### src/rtl/dds_phase_accum_a8_if.sv
// Control/status bundle for the DDS phase accumulator.
// master = controller side (drives requests and configuration); slave = accumulator side.
interface dds_phase_accum_a8_if #(
    parameter int unsigned ACC_WIDTH  = 32,
    parameter int unsigned ADDR_WIDTH = 8,
    parameter int unsigned CNT_WIDTH  = 16
);
    logic                  start;
    logic                  stop;
    logic                  cfg_load;
    logic [ACC_WIDTH-1:0]  fcw_in;
    logic [ADDR_WIDTH-1:0] phase_in;
    logic [CNT_WIDTH-1:0]  burst_len;
    logic [ADDR_WIDTH-1:0] addr;
    logic                  addr_valid;
    logic                  cycle_sync;
    logic                  busy;
    logic                  cfg_pending;

    modport master (
        output start, stop, cfg_load, fcw_in, phase_in, burst_len,
        input  addr, addr_valid, cycle_sync, busy, cfg_pending
    );

    modport slave (
        input  start, stop, cfg_load, fcw_in, phase_in, burst_len,
        output addr, addr_valid, cycle_sync, busy, cfg_pending
    );
endinterface

### src/rtl/dds_phase_accum_a8.sv
// DDS phase accumulator / ROM address generator.
// Adds the active FCW to the accumulator every cycle and emits the top
// ADDR_WIDTH bits plus a phase offset as the ROM address. Supports continuous
// or N-period bursts, clean stop at a period boundary and retune at the wrap.
module dds_phase_accum_a8 #(
    parameter int unsigned ACC_WIDTH  = 32,
    parameter int unsigned ADDR_WIDTH = 8,
    parameter int unsigned CNT_WIDTH  = 16
) (
    input  logic                clk,
    input  logic                rst,
    dds_phase_accum_a8_if.slave bus
);

    typedef enum logic [1:0] {
        S_IDLE,
        S_RUN,
        S_STOPPING
    } state_t;

    state_t                state_q, state_d;
    logic [ACC_WIDTH-1:0]  acc_q, acc_d;
    logic [ACC_WIDTH-1:0]  fcw_act_q, fcw_act_d;
    logic [ACC_WIDTH-1:0]  fcw_sh_q, fcw_sh_d;
    logic [ADDR_WIDTH-1:0] ph_act_q, ph_act_d;
    logic [ADDR_WIDTH-1:0] ph_sh_q, ph_sh_d;
    logic [ADDR_WIDTH-1:0] addr_q, addr_d;
    logic [CNT_WIDTH-1:0]  cnt_q, cnt_d;
    logic                  addr_valid_q, addr_valid_d;
    logic                  cycle_sync_q, cycle_sync_d;
    logic                  cfg_pending_q, cfg_pending_d;

    logic [ACC_WIDTH:0]    sum;
    logic                  wrap;
    logic                  end_run;

    // State register and all datapath flops; synchronous reset clears everything.
    always_ff @(posedge clk) begin
        if (rst) begin
            state_q       <= S_IDLE;
            acc_q         <= '0;
            fcw_act_q     <= '0;
            fcw_sh_q      <= '0;
            ph_act_q      <= '0;
            ph_sh_q       <= '0;
            addr_q        <= '0;
            cnt_q         <= '0;
            addr_valid_q  <= 1'b0;
            cycle_sync_q  <= 1'b0;
            cfg_pending_q <= 1'b0;
        end else begin
            state_q       <= state_d;
            acc_q         <= acc_d;
            fcw_act_q     <= fcw_act_d;
            fcw_sh_q      <= fcw_sh_d;
            ph_act_q      <= ph_act_d;
            ph_sh_q       <= ph_sh_d;
            addr_q        <= addr_d;
            cnt_q         <= cnt_d;
            addr_valid_q  <= addr_valid_d;
            cycle_sync_q  <= cycle_sync_d;
            cfg_pending_q <= cfg_pending_d;
        end
    end

    // Next-state, accumulator step, retune and burst/stop termination.
    always_comb begin
        state_d       = state_q;
        acc_d         = acc_q;
        fcw_act_d     = fcw_act_q;
        fcw_sh_d      = fcw_sh_q;
        ph_act_d      = ph_act_q;
        ph_sh_d       = ph_sh_q;
        addr_d        = addr_q;
        cnt_d         = cnt_q;
        addr_valid_d  = addr_valid_q;
        cycle_sync_d  = 1'b0;
        cfg_pending_d = cfg_pending_q;
        end_run       = 1'b0;

        sum  = {1'b0, acc_q} + {1'b0, fcw_act_q};
        wrap = sum[ACC_WIDTH];

        case (state_q)
            S_IDLE: begin
                // Idle has no period boundary to wait for: a pending shadow goes live one cycle after capture.
                if (cfg_pending_q) begin
                    fcw_act_d     = fcw_sh_q;
                    ph_act_d      = ph_sh_q;
                    cfg_pending_d = 1'b0;
                end
                if (bus.cfg_load) begin
                    fcw_sh_d      = bus.fcw_in;
                    ph_sh_d       = bus.phase_in;
                    cfg_pending_d = 1'b1;
                end
                // Launch uses the currently active phase; stop is ignored here.
                if (bus.start) begin
                    state_d      = S_RUN;
                    acc_d        = '0;
                    cnt_d        = bus.burst_len;
                    addr_d       = ph_act_q;
                    addr_valid_d = 1'b1;
                end
            end

            S_RUN, S_STOPPING: begin
                acc_d        = sum[ACC_WIDTH-1:0];
                addr_d       = sum[ACC_WIDTH-1 -: ADDR_WIDTH] + ph_act_q;
                addr_valid_d = 1'b1;
                cycle_sync_d = wrap;

                if (wrap) begin
                    if (cnt_q != '0) begin
                        cnt_d = cnt_q - CNT_WIDTH'(1);
                    end
                    if (cnt_q == CNT_WIDTH'(1) || state_q == S_STOPPING) begin
                        end_run = 1'b1;
                    end
                end

                // Burst end outranks stop; a stop with zero FCW would never reach a wrap, so end now.
                if (state_q == S_RUN && bus.stop && !end_run) begin
                    if (fcw_act_q == '0) begin
                        end_run = 1'b1;
                    end else begin
                        state_d = S_STOPPING;
                    end
                end

                // Retune only at the wrap; a load coinciding with the wrap bypasses the shadow.
                if (bus.cfg_load && wrap) begin
                    fcw_act_d     = bus.fcw_in;
                    ph_act_d      = bus.phase_in;
                    cfg_pending_d = 1'b0;
                end else if (bus.cfg_load) begin
                    fcw_sh_d      = bus.fcw_in;
                    ph_sh_d       = bus.phase_in;
                    cfg_pending_d = 1'b1;
                end else if (wrap && cfg_pending_q) begin
                    fcw_act_d     = fcw_sh_q;
                    ph_act_d      = ph_sh_q;
                    cfg_pending_d = 1'b0;
                end

                if (end_run) begin
                    state_d      = S_IDLE;
                    acc_d        = '0;
                    addr_d       = addr_q;
                    addr_valid_d = 1'b0;
                    cycle_sync_d = 1'b0;
                end
            end

            default: begin
                state_d = S_IDLE;
            end
        endcase
    end

    assign bus.addr        = addr_q;
    assign bus.addr_valid  = addr_valid_q;
    assign bus.cycle_sync  = cycle_sync_q;
    assign bus.busy        = (state_q != S_IDLE);
    assign bus.cfg_pending = cfg_pending_q;

endmodule

### src/flat_wrapper.sv
// flat-port wrapper written by rule: the top's interface ports become plain ports
module dds_phase_accum_a8_flat 
#(
    parameter int unsigned ACC_WIDTH  = 32,
    parameter int unsigned ADDR_WIDTH = 8,
    parameter int unsigned CNT_WIDTH  = 16
)
  (clk, rst, bus_start, bus_stop, bus_cfg_load, bus_fcw_in, bus_phase_in, bus_burst_len, bus_addr, bus_addr_valid, bus_cycle_sync, bus_busy, bus_cfg_pending);
  dds_phase_accum_a8_if #(.ACC_WIDTH(ACC_WIDTH), .ADDR_WIDTH(ADDR_WIDTH), .CNT_WIDTH(CNT_WIDTH)) bus_i ();
  input  logic clk;
  input  logic rst;
  input wire logic [$bits(bus_i.start)-1:0] bus_start;
  input wire logic [$bits(bus_i.stop)-1:0] bus_stop;
  input wire logic [$bits(bus_i.cfg_load)-1:0] bus_cfg_load;
  input wire logic [$bits(bus_i.fcw_in)-1:0] bus_fcw_in;
  input wire logic [$bits(bus_i.phase_in)-1:0] bus_phase_in;
  input wire logic [$bits(bus_i.burst_len)-1:0] bus_burst_len;
  output wire logic [$bits(bus_i.addr)-1:0] bus_addr;
  output wire logic [$bits(bus_i.addr_valid)-1:0] bus_addr_valid;
  output wire logic [$bits(bus_i.cycle_sync)-1:0] bus_cycle_sync;
  output wire logic [$bits(bus_i.busy)-1:0] bus_busy;
  output wire logic [$bits(bus_i.cfg_pending)-1:0] bus_cfg_pending;
  assign bus_i.start = bus_start;
  assign bus_i.stop = bus_stop;
  assign bus_i.cfg_load = bus_cfg_load;
  assign bus_i.fcw_in = bus_fcw_in;
  assign bus_i.phase_in = bus_phase_in;
  assign bus_i.burst_len = bus_burst_len;
  assign bus_addr = bus_i.addr;
  assign bus_addr_valid = bus_i.addr_valid;
  assign bus_cycle_sync = bus_i.cycle_sync;
  assign bus_busy = bus_i.busy;
  assign bus_cfg_pending = bus_i.cfg_pending;
  dds_phase_accum_a8 #(.ACC_WIDTH(ACC_WIDTH), .ADDR_WIDTH(ADDR_WIDTH), .CNT_WIDTH(CNT_WIDTH)) u_core (.clk(clk), .rst(rst), .bus(bus_i));
endmodule
### config.mk
export PLATFORM = sky130hd
export DESIGN_NAME = dds_phase_accum_a8_flat
export DESIGN_NICKNAME = d
export VERILOG_FILES = /design/src/rtl/dds_phase_accum_a8_if.sv /design/src/rtl/dds_phase_accum_a8.sv /design/src/flat_wrapper.sv
export SDC_FILE = /design/constraint.sdc
export NUM_CORES = 1
export LEC_CHECK = 0
export CELL_PAD_IN_SITES_DETAIL_PLACEMENT = 0
export CELL_PAD_IN_SITES_GLOBAL_PLACEMENT = 2
export CORE_UTILIZATION = 42
export DETAILED_ROUTE_END_ITERATION = 12
export DONT_BUFFER_PORTS = 1
export PLACE_DENSITY = 0.82
export SLEW_MARGIN = 20
export SYNTH_ARGS = -nofsm -noshare
export SYNTH_HDL_FRONTEND = slang
export SYNTH_SLANG_ARGS = --single-unit
### constraint.sdc
create_clock -name clk -period 9.81 [get_ports clk]
set_input_delay 0.981 -clock clk [delete_from_list [all_inputs] [get_ports clk]]
set_output_delay 0.981 -clock clk [all_outputs]
set_load 0.1 [all_outputs]
### After elaboration in Yosys (flattened, before gate mapping)

Index checks and enable logic that the tools add are counted.

| storage, ports and cells | value |
|---|---|
| flip-flop bits (word level) | 141 |
| latch bits | 0 |
| RAM bits | 0 |
| ROM bits | 0 |
| bits of input ports | 61 |
| output and inout bits | 12 |
| memories | 0 |

| cells by class | value |
|---|---|
| $add $sub $neg | 3 |
| multipliers | 0 |
| divide/modulo/power cells | 0 |
| $lt $le $gt $ge | 0 |
| eq/ne operators | 14 |
| shift-type cells | 0 |
| mux-type cells | 45 |
| bitwise gates (word level) | 1 |
| reductions and logical operators | 20 |

Operator list:

| kind | number |
|---|---|
| 32-bit two-way mux | 8 |
| 32-bit one-hot mux with 2 select lines | 3 |
| 8-bit two-way mux | 8 |
| 16-bit two-way mux | 3 |
| 8-bit one-hot mux with 2 select lines | 3 |
| 32-bit by 32-bit adder with 33-bit output | 1 |
| 32-bit zero test | 1 |
| 16-bit one-hot mux with 2 select lines | 1 |
| 16-bit by 1-bit equality test with 1-bit output, second input constant | 1 |
| 16-bit nonzero test | 1 |
| 16-bit by 1-bit subtractor with 16-bit output, second input constant | 1 |
| 1-bit two-way mux | 12 |
| 8-bit adder | 1 |
| 2-bit two-way mux | 4 |
| 4-bit AND reduction | 2 |
| 2-bit by 1-bit inequality test with 1-bit output, second input constant | 3 |
| 2-bit inequality test, second input constant | 3 |
| 3-bit by 1-bit inequality test with 1-bit output, second input constant | 2 |
| 2-bit AND reduction | 3 |
| 3-bit AND reduction | 2 |
| 1-bit logical AND | 4 |
| 4-bit by 2-bit inequality test with 1-bit output, second input constant | 1 |
| 1-bit one-hot mux with 2 select lines | 2 |
| 2-bit one-hot mux with 2 select lines | 1 |
| 11 further kinds | 12 |

### Logic depth before layout (Yosys ltp)

Gate-level depths: netlist (run 1).

| logic depth | value |
|---|---|
| depth in word-level cells | 11 |
| mapped depth | 21 |
| depth with buffers taken out | 21 |

### Worst setup path after synthesis (run 1)

OpenSTA, ideal clock, no wires.

| path | value |
|---|---|
| path type | reg2reg |
| start point | register u_core.fcw_act_q[0] |
| end point | register u_core.addr_q[7], in the netlist u_core.bus.addr[7] |
| setup time | 0.142 ns |
| data arrival time | 3.978 ns |
| required time | 9.668 ns |
| slack | 5.690 ns |
| stages on the path, launching flop included | 22 |
| clock period less this slack | 4.120 ns |
| cells stage by stage | dfxtp_1 ha_1 inv_1 fa_1 and2b_1 o2111ai_2 a21boi_2 a311oi_4 nand2_1 a21o_1 a31oi_1 mux2i_1 and2_1 ha_1 a21oi_1 nand2_1 a21o_1 a21oi_1 o21ai_0 xor2_1 o2111ai_1 o311ai_0 |

| between the ends | value |
|---|---|
| longest elaborated chain between the ends | 9 |
| elaborated cells on any way between the ends | 14 |
| those cells by class | add/sub (2); eq/ne (1); mux (7); reduce/logical (4) |

Ends and longest elaborated chain:

| what | RTL line | source |
|---|---|---|
| start, declared | dds_phase_accum_a8.sv:23 | `logic [ACC_WIDTH-1:0] fcw_act_q, fcw_act_d;` |
| start signal, assigned | dds_phase_accum_a8.sv:54 | `fcw_act_q <= fcw_act_d;` |
| parallel branches: the longest is 9 deep, another holds 32-bit by 32-bit adder with 33-bit output | - |  |
| end signal, assigned | dds_phase_accum_a8.sv:58 | `addr_q <= addr_d;` |
| end, declared | dds_phase_accum_a8.sv:27 | `logic [ADDR_WIDTH-1:0] addr_q, addr_d;` |

Parallel ways; which one is timed is not known. The select of a mux whose other input is x is not followed.
A chain may end at the register's enable or synchronous reset.

### Worst setup path in the final report (run 1)

Same ends and word-level chain as after synthesis.

==> metrics.md, run 1 <==
| Metric | Value |
|---|---|
| Outcome | `complete, no violations` |
| Die Area | `20,000 sq um` |
| Drt total wl | `20.0 mm` |
| Synth Register Bits | `141` |
| Internal power | `0.00132 W` |
| Skew-Pair Late Insertion Delay | `420 ps` |
| Crit Path Category | `register to register` |
| Combinational share of power | `0.315` |
| Critical Path AT | `5030 ps` |
| Sw frac | `0.391` |
| Peak Freq | `210 MHz` |
| Initial Util | `0.433` |
| Max Transition Viols Final | `0` |
| Worst path slowest cell | `a31oi_1` |
| Ys flop type | `dfxtp_1` |
| Final hold violation count | `0` |
| Layout Nets | `1,040` |
| Gr usage total | `0.204` |
| FFs w/ async S/R, synth | `0` |
| Net Switching | `0.000846 W` |
| Routed len/inst | `16.7 microns` |
| PD cells | `244 nW/um^2` |
| Seq pwr share | `0.395` |
| Die Wd | `142 microns` |
| Core Region | `18,900 sq um` |
| Most frequent cell after synthesis | `dfxtp_1` |
| Worst Hold Class | `register to register` |
| Vias per inst | `5.64` |
| Pleak | `3.48 nW` |
| Setup TNS | `0 ps` |
| Total grt overflow | `0` |
| Syn_area_per_cell | `8.50 sq um` |
| Area growth syn-to-layout | `8.59%` |
| Hold buffer count at CTS | `0` |
| Post-DRT Antenna Nets | `0` |
| Post-synthesis sequential area ratio | `0.345` |
| # diodes | `0` |
| CTS tree | `yes` |
| Vias in the first global route | `6,542` |
| Unique masters post-synth | `75` |
| Routability Congestion | `0.864` |
| Clk pin slew, worst setup/hold paths | `60 ps` |
| Final Skew | `10.6 ps` |
| RSZ-0062 raised after global routing | `false` |
| CP Max Fanout | `4` |
| Peak supply drop | `0.108 mV` |
| Crit share post-route | `0.485` |
| Multi-input combinational cell area | `5020 sq um` |
| # Max-Cap Violations | `0` |
| Clock buffer depth | `2` |
| CTS Root Cell | `clkbuf_16` |
| First-pass GRT wire length | `33.0 mm` |
| Final setup vio count | `0` |
| Critical Path Start Type | `register` |
| FF/Latch Area | `2820 sq um` |
| DR vias | `6,771` |
| Largest area contributor in the netlist | `dfxtp_1` |
| Clk network pwr share | `0.289` |
| Synth top cells by count | `dfxtp_1 (141), nand2_1 (121), mux2i_1 (92), a21oi_1 (83), o21ai_0 (73)` |
| Row count | `50` |
| Top Ports | `73` |
| # fillers | `1,854` |
| Largest net degree at the start of global routing | `75` |
| Die H | `142 microns` |
| Synth Warn # | `0` |
| H-tree depth | `4` |
| PortBufs | `0` |
| CP endpoint kind | `register` |
| HPWL after detailed placement | `13.4 mm` |
| Post-synth EDFFs | `0` |
| Min Tclk post-route | `4760 ps` |
| Syn_nets | `1,073` |
| Least-Margin Pin Slew | `1070 ps` |
| CTS Buf Count | `17` |
| Share of layout cells above drive strength 1 | `0.0670` |
| Mapped Cells | `962` |
| Critical Path RT | `10,080 ps` |
| Setup repair bufs after CTS | `0` |
| Top cells by area, synth | `dfxtp_1 (35%), mux2i_1 (11%), ha_1 (7.3%), nand2_1 (5.6%), a21oi_1 (5.1%)` |
| CTS sink cnt | `141` |
| Post-route DRC violation count | `0` |
| Initial antenna violation count | `0` |
| Synth Cell Area | `8180 sq um` |
| Post-CTS Resized | `0` |
| Initial DRC count | `358` |
| Crit-path cells | `ha_1, inv_1, fa_1, and2b_1, o2111ai_2, a21boi_2, a311oi_4, nand2_1, a21o_1, a31oi_1, mux2i_1, and2_1, ha_1, a21oi_1, nand2_1, a21o_1, a21oi_1, o21ai_0, xor2_1, o2111ai_1, o311ai_0` |
| Drt first pass iters | `5` |
| Yosys top cell area share | `0.345` |
| Relative slew margins | `0.286` |
| CP max stage delay | `430 ps` |
| Finished Core Util | `0.470` |
-- metrics by stage --
stage | setup WS (ps) | instance area, sq um | std cells | power, W | hold WS [ps]
finish | 5050 | 8880 | 1201 | 0.00217 | 453
global route | 4750 | 8880 | 1201 | 0.00230 | 470
CTS | 5040 | 8880 | 1201 | 0.00218 | 456
detailed placement | 5070 | 8310 | 1170 | 0.00155 | 446
global placement | 5240 | 8310 | 1170 | 0.00153 | 439
floorplan | 5690 | 8180 | 962 | 0.00139 | 434
-- critical path: cells and delay by family, from the launching register on --
| kind | cells | cell delay, ps |
|---|---|---|
| buffers and inverters | 1 | 80 |
| XOR/XNOR | 1 | 180 |
| adder cells (fa/ha/maj) | 3 | 690 |
| AO/OA/AOI/OAI | 11 | 2400 |
| flip-flops | 1 | 320 |
| multiplexers | 1 | 300 |
| AND/OR/NAND/NOR | 4 | 640 |
-- per-layer routing --
layer / vias to the layer above / part of all wire / wire, microns / track usage
met3: 14 / 0.048 / 961 / 0.0472
met2: 157 / 0.44 / 8770 / 0.316
met1: 3171 / 0.50 / 10100 / 0.284
met5: - / 0 / 0 / 0
li1: 3429 / - / - / -
met4: 0 / 0.0092 / 185 / 0.0560
-- cells in the final DEF (no fill, tap or decap), types with 5 or more instances in the layout --
cell type | synthesis | layout
a21oi_2 | 5 | 5
mux2i_1 | 92 | 92
a22oi_1 | 27 | 27
nand2b_1 | 7 | 7
dfxtp_1 | 141 | 141
a21o_1 | 13 | 13
nor3_1 | 6 | 6
nor4_1 | 11 | 11
clkbuf_16 | 0 | 17
inv_1 | 21 | 20
ha_1 | 48 | 48
xnor2_1 | 23 | 23
a311oi_1 | 5 | 5
o21a_1 | 9 | 9
o21ai_0 | 73 | 73
a211oi_1 | 15 | 15
a31oi_1 | 11 | 11
nand4_1 | 8 | 8
and2_1 | 8 | 8
a21oi_1 | 83 | 82
buf_4 | 3 | 9
o21ai_1 | 6 | 6
nand2_1 | 121 | 121
nand3_1 | 15 | 15
xor2_1 | 10 | 10
nor2_1 | 70 | 70
-- power by group through the flow --
stage	registers, W	clock network, W	logic [W]
floorplan	0.000835	0	0.000557
global placement	0.000864	0	0.000664
detailed placement	0.000866	0	0.000680
CTS	0.000856	0.000641	0.000684
global route	0.000871	0.000667	0.000765
finish	0.000856	0.000627	0.000683
-- sequential cells by signal, summed over array words and instances (netlist names) --
register and count:
u_core.acc_q 32, u_core.fcw_act_q 32, u_core.fcw_sh_q 32, u_core.cnt_q 16
u_core.bus.addr 8, u_core.ph_act_q 8, u_core.ph_sh_q 8, u_core.state_q 2
u_core.bus.addr_valid 1, u_core.bus.cfg_pending 1, u_core.bus.cycle_sync 1
-- cells by family (layout without fill, tap and decap cells) --
kind of cell	count (synthesis)	in the layout	synth area share
flops	141	141	0.345
compound gates	293	293	0.234
xor+xnor	33	33	0.0353
buf+inv	82	61	0.0456
fa+ha+maj	50	50	0.0783
simple gates	270	270	0.148
mux	93	93	0.114
-- worst paths after layout --
| kind | start | to | slack [ps] | depth (start not counted) |
|---|---|---|---|---|
| setup / recovery | u_core.fcw_act_q[0]$_SDFFE_PP0P_ | u_core.bus.addr[7]$_SDFFE_PP0P_ | 5050 | 21 |
| hold / removal | u_core.acc_q[5]$_SDFFE_PP0P_ | u_core.acc_q[5]$_SDFFE_PP0P_ | 450 | 2 |
| setup reg to reg | u_core.fcw_act_q[0]$_SDFFE_PP0P_ | u_core.bus.addr[7]$_SDFFE_PP0P_ | 5050 | 21 |
| hold reg to reg | u_core.acc_q[5]$_SDFFE_PP0P_ | u_core.acc_q[5]$_SDFFE_PP0P_ | 450 | 2 |
-- cell type report --
cell class / count / area share
clock buffers: 22 / 0.0545
clock inverters: 9 / 0.00972
inverters: 21 / 0.00901
multi-input cells: 739 / 0.565
flip-flops and latches: 141 / 0.318
well taps: 260 / 0.0366
repair buffers: 9 / 0.00760
Note: power is estimated with default switching activity, not from simulation.
==> run 2, diff against run 1 <==
CORE_UTILIZATION = 39   (was 42)
PLACE_DENSITY = 0.77   (was 0.82)
clock period = 4.5 ns   (was 9.81 ns; I/O delays follow)
==> run 2 against run 1 <==
Net effect: total power is 130% higher; hold slack worse by 370 ps; worst setup slack worse by 4800 ps; non-clock buffer count is 15 higher; fmax is 12% higher.
==> metrics.md, run 2 (synthesized netlist as in run 1, its figures left out) <==
| Metric | Value |
|---|---|
| DR vias | `6,849` |
| Setup TNS | `0 ps` |
| Max Transition Viols Final | `0` |
| HPWL after detailed placement | `13.9 mm` |
| Hold buffer count at CTS | `0` |
| Initial Util | `0.400` |
| Multi-input combinational cell area | `5070 sq um` |
| Total grt overflow | `0` |
| CP endpoint kind | `register` |
| Crit-path cells | `ha_2, inv_2, fa_2, and2b_1, o2111ai_2, a21boi_2, a311oi_4, nand2_1, a21o_1, a31oi_1, buf_4, xnor2_1, ha_2, fa_2, a21o_1, a21o_1, a21o_1, a21oi_2, xnor2_1, mux2i_1, a211oi_1` |
| Top Ports | `73` |
| Skew-Pair Late Insertion Delay | `420 ps` |
| CTS tree | `yes` |
| Core Region | `20,400 sq um` |
| Worst Setup EP | `u_core.bus.addr[6]$_SDFFE_PP0P_` |
| Final hold violation count | `0` |
| Routability Congestion | `0.846` |
| Outcome | `complete, no violations` |
| Critical Path AT | `4590 ps` |
| R2R Path Start | `u_core.fcw_act_q[0]$_SDFFE_PP0P_` |
| Largest net degree at the start of global routing | `60` |
| Worst setup startpoint | `u_core.fcw_act_q[0]$_SDFFE_PP0P_` |
| Commonest cells after routing, fill and taps aside | `dfxtp_1 (139), nand2_1 (121), mux2i_1 (91)` |
| FF/Latch Area | `2830 sq um` |
| Critical Path RT | `4830 ps` |
| Largest regs | `u_core.acc_q: 32 flops, u_core.fcw_act_q: 32 flops, u_core.fcw_sh_q: 32 flops` |
| Least-Margin Pin Slew | `1060 ps` |
| CP Max Fanout | `3` |
| Min Tclk post-route | `4260 ps` |
| Die Area | `21,600 sq um` |
| Peak supply drop | `0.308 mV` |
| Share of layout cells above drive strength 1 | `0.0983` |
| PD cells | `544 nW/um^2` |
| # diodes | `0` |
| Critical Path Start Type | `register` |
| Post-DRT Antenna Nets | `0` |
| H-tree depth | `4` |
| FF-to-FF path depth | `21` |
| Most frequent CP cell | `a21o_1` |
| CP max stage delay | `360 ps` |
| CTS sink cnt | `141` |
| Final setup vio count | `0` |
| Drt first pass iters | `5` |
| Crit share post-route | `0.946` |
| Peak Freq | `235 MHz` |
| Initial antenna violation count | `0` |
| Leading cell type in the layout, fill and taps excluded | `dfxtp_1` |
| Gr usage total | `0.193` |
| Final Skew | `8.31 ps` |
| Clock buffer depth | `2` |
| Die Wd | `147 microns` |
| CTS Buf Count | `17` |
| # Max-Cap Violations | `0` |
| Total power draw | `0.00499 W` |
| Relative slew margins | `0.295` |
| Worst Hold Class | `input pin to register` |
| Crit-path leading delay family | `compound AO/OA/AOI/OAI gates` |
| Instance count on the critical path | `21` |
| Pleak | `3.60 nW` |
| Vias in the first global route | `6,754` |
| Vias per inst | `5.59` |
| Final WS setup | `244 ps` |
| FF-to-FF End | `u_core.bus.addr[6]$_SDFFE_PP0P_` |
| Setup WS pre-CTS | `-4.05 ps` |
| Routed len/inst | `16.5 microns` |
| Row count | `52` |
| Crit Path Category | `register to register` |
| CTS Root Cell | `clkbuf_16` |
| Die H | `147 microns` |
| R2r setup slk | `240 ps` |
| Crit path buffers/inverters | `2` |
| Initial DRC count | `313` |
| Area growth syn-to-layout | `12.2%` |
| # fillers | `2,017` |
| Worst path slowest cell | `fa_2` |
| Drt total wl | `20.2 mm` |
| Layout Nets | `1,055` |
| Post-route DRC violation count | `0` |
| Clk pin slew, worst setup/hold paths | `60 ps` |
| First-pass GRT wire length | `33.8 mm` |
| PortBufs | `0` |
[run 2: cell count changes in the layout (fill, tap and decap cells not counted), moves of 3 or more]
| cell | change |
|---|---|
| bufinv_16 | +5 |
| buf_4 | +14 |
| clkbuf_8 | -4 |
| ha_1 | -3 |
[run 2: power breakdown]
part           leakage [nW]  internal (W)  switching, W
logic                  2.12      0.000593      0.000935
clock network         0.316       0.00104      0.000558
registers              1.16       0.00150      0.000369
[run 2: cell type report]
class | instances | share of cell area
inverter | 21 | 0.00873
clock inverter | 14 | 0.0265
timing repair buffer | 24 | 0.0210
sequential | 141 | 0.308
multi-input combinational | 739 | 0.553
clock buffer | 17 | 0.0464
tap | 270 | 0.0368
[run 2: what timing repair did]
action | in CTS | in global routing
setup buffers | 1 | 4
gates resized for setup | 0 | 18
pin swaps | 1 | 13
setup endpoints to repair | 1 | 3
[run 2: stage by stage]
stage,util,cells,hold slack [ps],cell area [sq um]
finish,0.449,1226,85.2,9180
global route,0.449,1226,68.4,9180
CTS,0.445,1222,76.3,9080
detailed placement,0.412,1190,447,8410
global placement,0.412,1190,439,8410
floorplan,-,962,434,8180
[run 2: worst min-delay path by stage]
stage	startpoint	slack, ps	cells past startpoint	to
floorplan	u_core.fcw_sh_q[0]$_SDFFE_PP0P_	430	2	u_core.fcw_sh_q[0]$_SDFFE_PP0P_
global placement	u_core.acc_q[18]$_SDFFE_PP0P_	440	2	u_core.acc_q[18]$_SDFFE_PP0P_
detailed placement	u_core.fcw_sh_q[11]$_SDFFE_PP0P_	450	2	u_core.fcw_sh_q[11]$_SDFFE_PP0P_
CTS	rst	80	1	u_core.cnt_q[12]$_SDFFE_PP0P_
global route	rst	70	1	u_core.cnt_q[12]$_SDFFE_PP0P_
finish	rst	90	1	u_core.cnt_q[12]$_SDFFE_PP0P_
[run 2: routing by layer]
layer  share of wire  vias up  routed length, microns  GRT usage
met3           0.045       18                     903     0.0466
met2            0.45      110                    9160      0.309
met5               0        -                       0          0
li1                -     3454                       -          -
met1            0.49     3267                    9930      0.257
met4           0.010        0                     210     0.0568
